`src/rtl/hazard_forward_unit.sv`:
```
// Operand-hazard controller beside the ID/EX register: tracks in-flight writers EX..eDEPTH and
// produces EX forwarding selects, ID write-through bypass flags and a load-use/partial-write stall.
module hazard_forward_unit #(
  parameter int REG_AW     = 5,
  parameter int BYTES      = 4,
  parameter int NUM_SRC    = 2,
  parameter int DEPTH      = 2,
  parameter int LOAD_STAGE = 2,
  localparam int SW        = $clog2(DEPTH + 1)
) (
  input  logic                      clk,
  input  logic                      reset,
  input  logic                      id_valid,
  input  logic [NUM_SRC*REG_AW-1:0] id_src,
  input  logic [NUM_SRC-1:0]        id_src_valid,
  input  logic [REG_AW-1:0]         id_dst,
  input  logic [BYTES-1:0]          id_be,
  input  logic                      id_is_load,
  input  logic                      pipe_hold,
  input  logic                      flush,
  output logic                      stall,
  output logic [NUM_SRC-1:0]        id_bypass,
  output logic [NUM_SRC*SW-1:0]     ex_fwd_sel,
  output logic [31:0]               stall_count
);

  // Writer pipeline: index 0 is EX, index DEPTH is the write-back end.
  logic              ent_valid_r [0:DEPTH];
  logic [REG_AW-1:0] ent_dst_r   [0:DEPTH];
  logic [BYTES-1:0]  ent_be_r    [0:DEPTH];
  logic              ent_load_r  [0:DEPTH];

  logic              win_hit_s  [NUM_SRC];
  logic [SW-1:0]     win_pos_s  [NUM_SRC];
  logic [BYTES-1:0]  win_be_s   [NUM_SRC];
  logic              win_load_s [NUM_SRC];

  logic [NUM_SRC-1:0]    bypass_s;
  logic [NUM_SRC-1:0]    op_stall_s;
  logic [NUM_SRC*SW-1:0] fwd_s;
  logic                  stall_s;
  logic                  advance_s;
  logic [NUM_SRC*SW-1:0] ex_fwd_sel_r;
  logic [31:0]           stall_count_r;

  function automatic logic writer_hit(
    input logic              v,
    input logic [BYTES-1:0]  be,
    input logic [REG_AW-1:0] dst,
    input logic [REG_AW-1:0] src
  );
    return v && (be != {BYTES{1'b0}}) && (dst != {REG_AW{1'b0}}) && (dst == src);
  endfunction

  // Youngest matching writer per operand: scanning oldest to youngest lets the lowest index win.
  always_comb begin
    for (int i = 0; i < NUM_SRC; i++) begin
      win_hit_s[i]  = 1'b0;
      win_pos_s[i]  = {SW{1'b0}};
      win_be_s[i]   = {BYTES{1'b0}};
      win_load_s[i] = 1'b0;
      for (int k = DEPTH; k >= 0; k--) begin
        win_pos_s[i]  = writer_hit(ent_valid_r[k], ent_be_r[k], ent_dst_r[k],
                                   id_src[i*REG_AW +: REG_AW]) ? SW'(k) : win_pos_s[i];
        win_be_s[i]   = writer_hit(ent_valid_r[k], ent_be_r[k], ent_dst_r[k],
                                   id_src[i*REG_AW +: REG_AW]) ? ent_be_r[k] : win_be_s[i];
        win_load_s[i] = writer_hit(ent_valid_r[k], ent_be_r[k], ent_dst_r[k],
                                   id_src[i*REG_AW +: REG_AW]) ? ent_load_r[k] : win_load_s[i];
        win_hit_s[i]  = win_hit_s[i] | writer_hit(ent_valid_r[k], ent_be_r[k], ent_dst_r[k],
                                                  id_src[i*REG_AW +: REG_AW]);
      end
    end
  end

  // Per-operand decisions; a partial write is never forwarded, only merged at the tail stage.
  always_comb begin
    bypass_s   = {NUM_SRC{1'b0}};
    op_stall_s = {NUM_SRC{1'b0}};
    fwd_s      = {NUM_SRC*SW{1'b0}};
    for (int i = 0; i < NUM_SRC; i++) begin
      bypass_s[i]   = id_src_valid[i] && win_hit_s[i] && (win_pos_s[i] == SW'(DEPTH));
      op_stall_s[i] = id_src_valid[i] && win_hit_s[i] &&
                      ((win_load_s[i] && (int'(win_pos_s[i]) < (LOAD_STAGE - 32'sd1))) ||
                       ((win_be_s[i] != {BYTES{1'b1}}) && (win_pos_s[i] != SW'(DEPTH))));
      fwd_s[i*SW +: SW] = (id_src_valid[i] && win_hit_s[i] && (win_pos_s[i] != SW'(DEPTH)))
                          ? (win_pos_s[i] + SW'(1)) : {SW{1'b0}};
    end
  end

  // Global stall and the condition under which the ID instruction enters EX.
  always_comb begin
    stall_s   = 1'b0;
    advance_s = 1'b0;
    if (id_valid && !flush) begin
      stall_s   = |op_stall_s;
      advance_s = ~(|op_stall_s);
    end else begin
      stall_s   = 1'b0;
      advance_s = 1'b0;
    end
  end

  assign stall       = stall_s;
  assign id_bypass   = bypass_s;
  assign ex_fwd_sel  = ex_fwd_sel_r;
  assign stall_count = stall_count_r;

  // Writer shift pipeline; flush also kills the entry leaving EX.
  always_ff @(posedge clk) begin
    if (reset) begin
      for (int k = 0; k <= DEPTH; k++) begin
        ent_valid_r[k] <= 1'b0;
        ent_dst_r[k]   <= {REG_AW{1'b0}};
        ent_be_r[k]    <= {BYTES{1'b0}};
        ent_load_r[k]  <= 1'b0;
      end
    end else if (!pipe_hold) begin
      for (int k = 2; k <= DEPTH; k++) begin
        ent_valid_r[k] <= ent_valid_r[k-1];
        ent_dst_r[k]   <= ent_dst_r[k-1];
        ent_be_r[k]    <= ent_be_r[k-1];
        ent_load_r[k]  <= ent_load_r[k-1];
      end
      ent_valid_r[1] <= ent_valid_r[0] && !flush;
      ent_dst_r[1]   <= ent_dst_r[0];
      ent_be_r[1]    <= ent_be_r[0];
      ent_load_r[1]  <= ent_load_r[0];
      ent_valid_r[0] <= advance_s;
      ent_dst_r[0]   <= id_dst;
      ent_be_r[0]    <= id_be;
      ent_load_r[0]  <= id_is_load;
    end
  end

  // EX forwarding selects; a stalled, flushed or empty slot sends a bubble with select 0.
  always_ff @(posedge clk) begin
    if (reset) begin
      ex_fwd_sel_r <= {NUM_SRC*SW{1'b0}};
    end else if (!pipe_hold) begin
      ex_fwd_sel_r <= advance_s ? fwd_s : {NUM_SRC*SW{1'b0}};
    end
  end

  // Saturating count of stalled, non-held cycles.
  always_ff @(posedge clk) begin
    if (reset) begin
      stall_count_r <= 32'd0;
    end else if (!pipe_hold && stall_s && (stall_count_r != 32'hFFFF_FFFF)) begin
      stall_count_r <= stall_count_r + 32'd1;
    end
  end

endmodule

```
`config.mk`:
```
export PLATFORM = sky130hd
export DESIGN_NAME = hazard_forward_unit
export DESIGN_NICKNAME = d
export VERILOG_FILES = /design/src/rtl/hazard_forward_unit.sv
export SDC_FILE = /design/constraint.sdc
export NUM_CORES = 1
export LEC_CHECK = 0
export BUFFER_PORTS_ARGS = -buffer_cell sky130_fd_sc_hd__buf_2
export CAP_MARGIN = 15
export CORE_MARGIN = 2
export CORE_UTILIZATION = 45
export DETAILED_ROUTE_END_ITERATION = 10
export GPL_TIMING_DRIVEN = 0
export PLACE_DENSITY_LB_ADDON = 0.05
export SLEW_MARGIN = 20
export SYNTH_ARGS = -nofsm -noshare
export SYNTH_HDL_FRONTEND = slang
export SYNTH_SLANG_ARGS = --single-unit
```
`constraint.sdc`:
```
create_clock -name clk -period 4.1 [get_ports clk]
set_clock_uncertainty 0.15 [all_clocks]
set_input_delay 0.82 -clock clk [delete_from_list [all_inputs] [get_ports clk]]
set_output_delay 0.82 -clock clk [all_outputs]
set_load 0.03 [all_outputs]
```
# Word-level counts from Yosys, hierarchy flattened
# Memories as Yosys holds them, arrays and structs flattened.
# Cells that the tools add are included.
# totals
reg_bits	36
mem_bits_rw	33
inputBits	27
out_inout_bits	39
elab_cells	120
n_memories	4
# classes
add_sub_neg	3
n_lt_le_gt_ge	2
eq_ne	13
muxes	40
n_bitwise	17
n_reduce_logical	39
# memory_table
name	words	word_bits	read_ports	rd_ports_with_merged_regs	wr	line	text
ent_dst_r	3	5	3	0	3	29	logic [REG_AW-1:0] ent_dst_r [0:DEPTH];
ent_be_r	3	4	3	0	3	30	logic [BYTES-1:0] ent_be_r [0:DEPTH];
ent_load_r	3	1	3	0	3	31	logic ent_load_r [0:DEPTH];
ent_valid_r	3	1	3	0	3	28	logic ent_valid_r [0:DEPTH];
# ops
operator	count
$mux 4	10
$add 32x1->32 const B	1
$ne 32x32->1 const B	1
$eq 5x5->1	6
$logic_and 1x1->1	28
$mux 1	19
$mux 2	8
$or 1x1->1	16
$mux 5	3
$reduce_bool 5->1	3
$reduce_bool 4->1	3
$ne 4x4->1 const B	2
$add 2x1->2 const B	2
$eq 2x2->1 const B	2
$lt 2x1->1 const B	2
$ne 2x2->1 const B	2
$logic_not 1->1	2
$logic_or 1x1->1	2
$reduce_or 2->1	1
$not 1->1	1

# Longest topological paths before layout
# depth
word_depth	15
mapped_depth	17
ltp_nobuf	14

# Worst setup path after synthesis
# Ideal clock, no wire load.
# synth_path
path_type	input port to output port
from	input id_src[4]
to	output stall
arrival_time_ns	3.328
t_required_ns	3.130
slack_ns	-0.198
cell_stages	13
path_buffers	1
cell_sequence	xor2_1 > nor3_1 > and3_1 > clkbuf_1 > nor2b_1 > inv_1 > ha_1 > a31oi_1 > o31a_1 > a31oi_1 > o211ai_1 > a22o_1 > nor2b_1
# synth_via
elab_chain_len	11
elab_cells_between_ends	27
classes_between	1 x order compare; 5 x eq/ne; 10 x mux; 2 x bitwise; 9 x reduce/logical
# synth_rtl
item	line	text
start: declaration	14	input logic [NUM_SRC*REG_AW-1:0] id_src,
$eq 5x5->1	52	return v && (be != {BYTES{1'b0}}) && (dst != {REG_AW{1'b0}}) && (dst == src);
$logic_and 1x1->1	52	
$mux 2 / $mux 4 (equally long branches) (3 in series)	64, 66	
$lt 2x1->1 (tied with other cells)	83	((win_load_s[i] && (int'(win_pos_s[i]) < (LOAD_STAGE - 32'sd1))) ||
$logic_and 1x1->1, on equally long branches	83, 84	
$logic_or 1x1->1	83	
$logic_and 1x1->1 *	82	op_stall_s[i] = id_src_valid[i] && win_hit_s[i] &&
$reduce_or 2->1 *	95	stall_s = |op_stall_s;
$mux 1 *	94	if (id_valid && !flush) begin
end: declaration	21	output logic stall,
# Every way passes the cells marked *; elsewhere a longest branch is shown, timed or not.

==> results.cfg <==
[setup_path]
path_max_fanout = 3
worstPathCellList = or4_4, o211ai_4, nor3_4, nand2_2, inv_2, ha_4, a31oi_4, o31a_1, a31oi_1, o211ai_1, a22o_2, nor2b_4, buf_6
r2r_setup_slack_ps = 110
cp-startpoint = ent_dst_r[0][11]
crit_arrival_ps = 3120
cp-end-kind = output port
endpoint = stall
worstPathRequired_ps = 3130
critPathLaunchType = flop
path_class = reg2out
reg2reg_from = ent_dst_r[0][11]
regToRegEndpoint = stall_count[18]
reg2regPathDepth = 18
cp_slowest_cell = or4_4
crit_path_max_incr_delay_ps = 590

[global_routing]
antenna_found_initial = 0
grt_usage = 0.217
grt_max_degree = 34
grt_util_met1 = 0.327
grt_use_met2 = 0.319
met3_usage = 0.0426
first_global_vias = 3247
globalRouteOverflowTotal = 0
grt_pass1_wl_mm = 16.5
top_usage_layer = met1

[route]
drc = 0
wl_per_cell_um = 16.4
num_vias = 3502
first_iter_violations = 167
drt-pass1-iter-count = 5
via_per_inst = 5.68
route.antenna.remaining_nets = 0
drt_wl_total_mm = 10.1

[synthesis]
postSynthAreaPerCell_um2 = 9.37
synthFlopType = dfxtp_1
yosys-top-cells-area = edfxtp_1, dfxtp_1, and2_1
ys_ff_latch = 69
ys_types = 45
syn_inst = 412
synth_top_area_share = 0.257
synth-seq-area-share = 0.443
syn_nets = 444
yosys.area.top_type = edfxtp_1
async_flop_share = 0
yosys_warnings = 0
netlist_area_um2 = 3860
synth_edf_count = 33

[timing]
timing.slew.headroom = 0.355
fmax_mhz = 245
max_slew.worst_pin.slew_ps = 960
hold_viol_final = 0
setup_ws_ps = 13.8
whs_ps = 302
timing.final.crit_share = 0.997
rsz0062_at_grt = true
slew_viol_final = 0
finalCriticalPeriod_ps = 4090
finalSetupViolations = 0

[clock_network]
ctsHtreeMaxLevel = 3
tritoncts = built
cts-buffers-inserted = 9
worst_skew_pair.late_latency_ps = 350
clk_pin_slew_ps = 70
root_buffer = clkbuf_8
cts_num_sinks = 69
cts.path.max_buffers = 2

[placed_design]
place.gp.congestion = 0.834
dpl.hpwl_mm = 7.23
pre_cts_slack_ps = -694
place.port_buffers = 65
placed_cells = 582
post_dp_cell_area_um2 = 4320

[power_and_ir_drop]
power.density_nw_per_um2 = 289
finalPower_mw = 1.41
peakVddDrop_mv = 0.185
p_leak_nw = 1.86

[layout]
final_cell_mix = buf_2, dfxtp_1, and2_1, edfxtp_1, nor2_1
finalNonFillerCells = 617
fin_nets = 539
finalInstanceArea_um2 = 4860
n_fill_cell = 756
diodes = 0
layout_commonest_cell = buf_2
drive_gt1_frac = 0.303
area_growth_pct = 25.9

[run_status]
outcome = completed

[floorplan]
coreArea_um2 = 8260
die_x_um = 96.6
start_util = 0.467
dieArea_um2 = 9330
ios = 66
dieHeight_um = 96.6
num_rows = 33

[run]
cap_viol_max_count = 0

[min_path]
worstHoldPathType = reg2reg
## metrics by stage
step	utilization	setup TNS, ps
after floorplan	-	0
after global placement	0.524	-6080
after detailed placement	0.524	-8210
after CTS	0.573	0
after global routing	0.588	-87.8
final	0.588	0
## power breakdown
part	total (mW)	switching [mW]	internal, mW
combinational	0.137	0.0770	0.0596
sequential	0.774	0.0269	0.747
clock	0.496	0.267	0.229
total	1.41	0.371	1.04
## worst min-delay path by stage
stage	startpoint	to	slack, ps	cells past startpoint
after floorplan	ent_be_r[0][1]	ent_be_r[0][5]	390	1
after global placement	ex_fwd_sel[1]	ex_fwd_sel[1]	280	2
after detailed placement	ex_fwd_sel[0]	ex_fwd_sel[0]	290	2
after CTS	ex_fwd_sel[0]	ex_fwd_sel[0]	310	2
after global routing	ex_fwd_sel[3]	ex_fwd_sel[3]	330	2
final	ex_fwd_sel[0]	ex_fwd_sel[0]	300	2
## metal layers
layer / up-vias / share of wire
met4: 0 / 0.0094
met3: 8 / 0.052
met2: 97 / 0.44
met5: - / 0
li1: 1710 / -
met1: 1687 / 0.50
## critical path: cells and delay by family (launching register included)
| family | cells | cell delay, ps |
|---|---|---|
| adders and majority gates | 1 | 170 |
| DFF | 1 | 420 |
| AOI/OAI and AO/OA | 6 | 1100 |
| and+or+nand+nor | 4 | 890 |
| buffers and inverters | 2 | 180 |
## cell usage after synthesis, drive strengths merged, types with 2 or more instances
master  instances
o31ai           6
or3            13
o41ai          10
xor2           19
dfxtp          36
a21o            2
a31oi           5
nand4          11
mux2           13
buf             3
nor4b           3
edfxtp         33
nor2b          13
o21ai          11
nor2           33
nor4            9
inv            17
o211ai          5
and2           33
clkbuf         14
a21oi          25
and3            5
nor3           15
nand2          22
nand3          12
ha              5
xnor2          12
or4             8
nand4b          2
and4            7
## registers in the layout (all words and copies together) (netlist names)
name	count
stall_count	32
ent_be_r	12
ex_fwd_sel	4
ent_valid_r	3
ent_load_r	3
ent_dst_r	15
## repair_timing
action,CTS,global route
hold buffers,0,0
pin swaps,7,9
gates resized for setup,24,27
endpoints found under the setup margin,10,28
buffers inserted,17,6
## area by class of cell
cell class                 instances  area [um^2]  share of cell area
clock buffer                      11          135              0.0278
tap                              105          131              0.0270
inverter                          17         63.8              0.0131
buffer                            13         57.6              0.0118
multi-input combinational        309         2210               0.455
clock inverter                     5         36.3             0.00747
timing repair buffer              88          510               0.105
sequential                        69         1710               0.352
## cell families after synthesis
| family | synth area share |
|---|---|
| AND/OR/NAND/NOR | 0.275 |
| AO/OA/AOI/OAI | 0.121 |
| flip-flops | 0.443 |
| buffers and inverters | 0.0340 |
| XOR/XNOR | 0.0703 |
| multiplexers | 0.0405 |
| adder cells (fa/ha/maj) | 0.0162 |
Note: power is estimated with default switching activity, not from simulation.
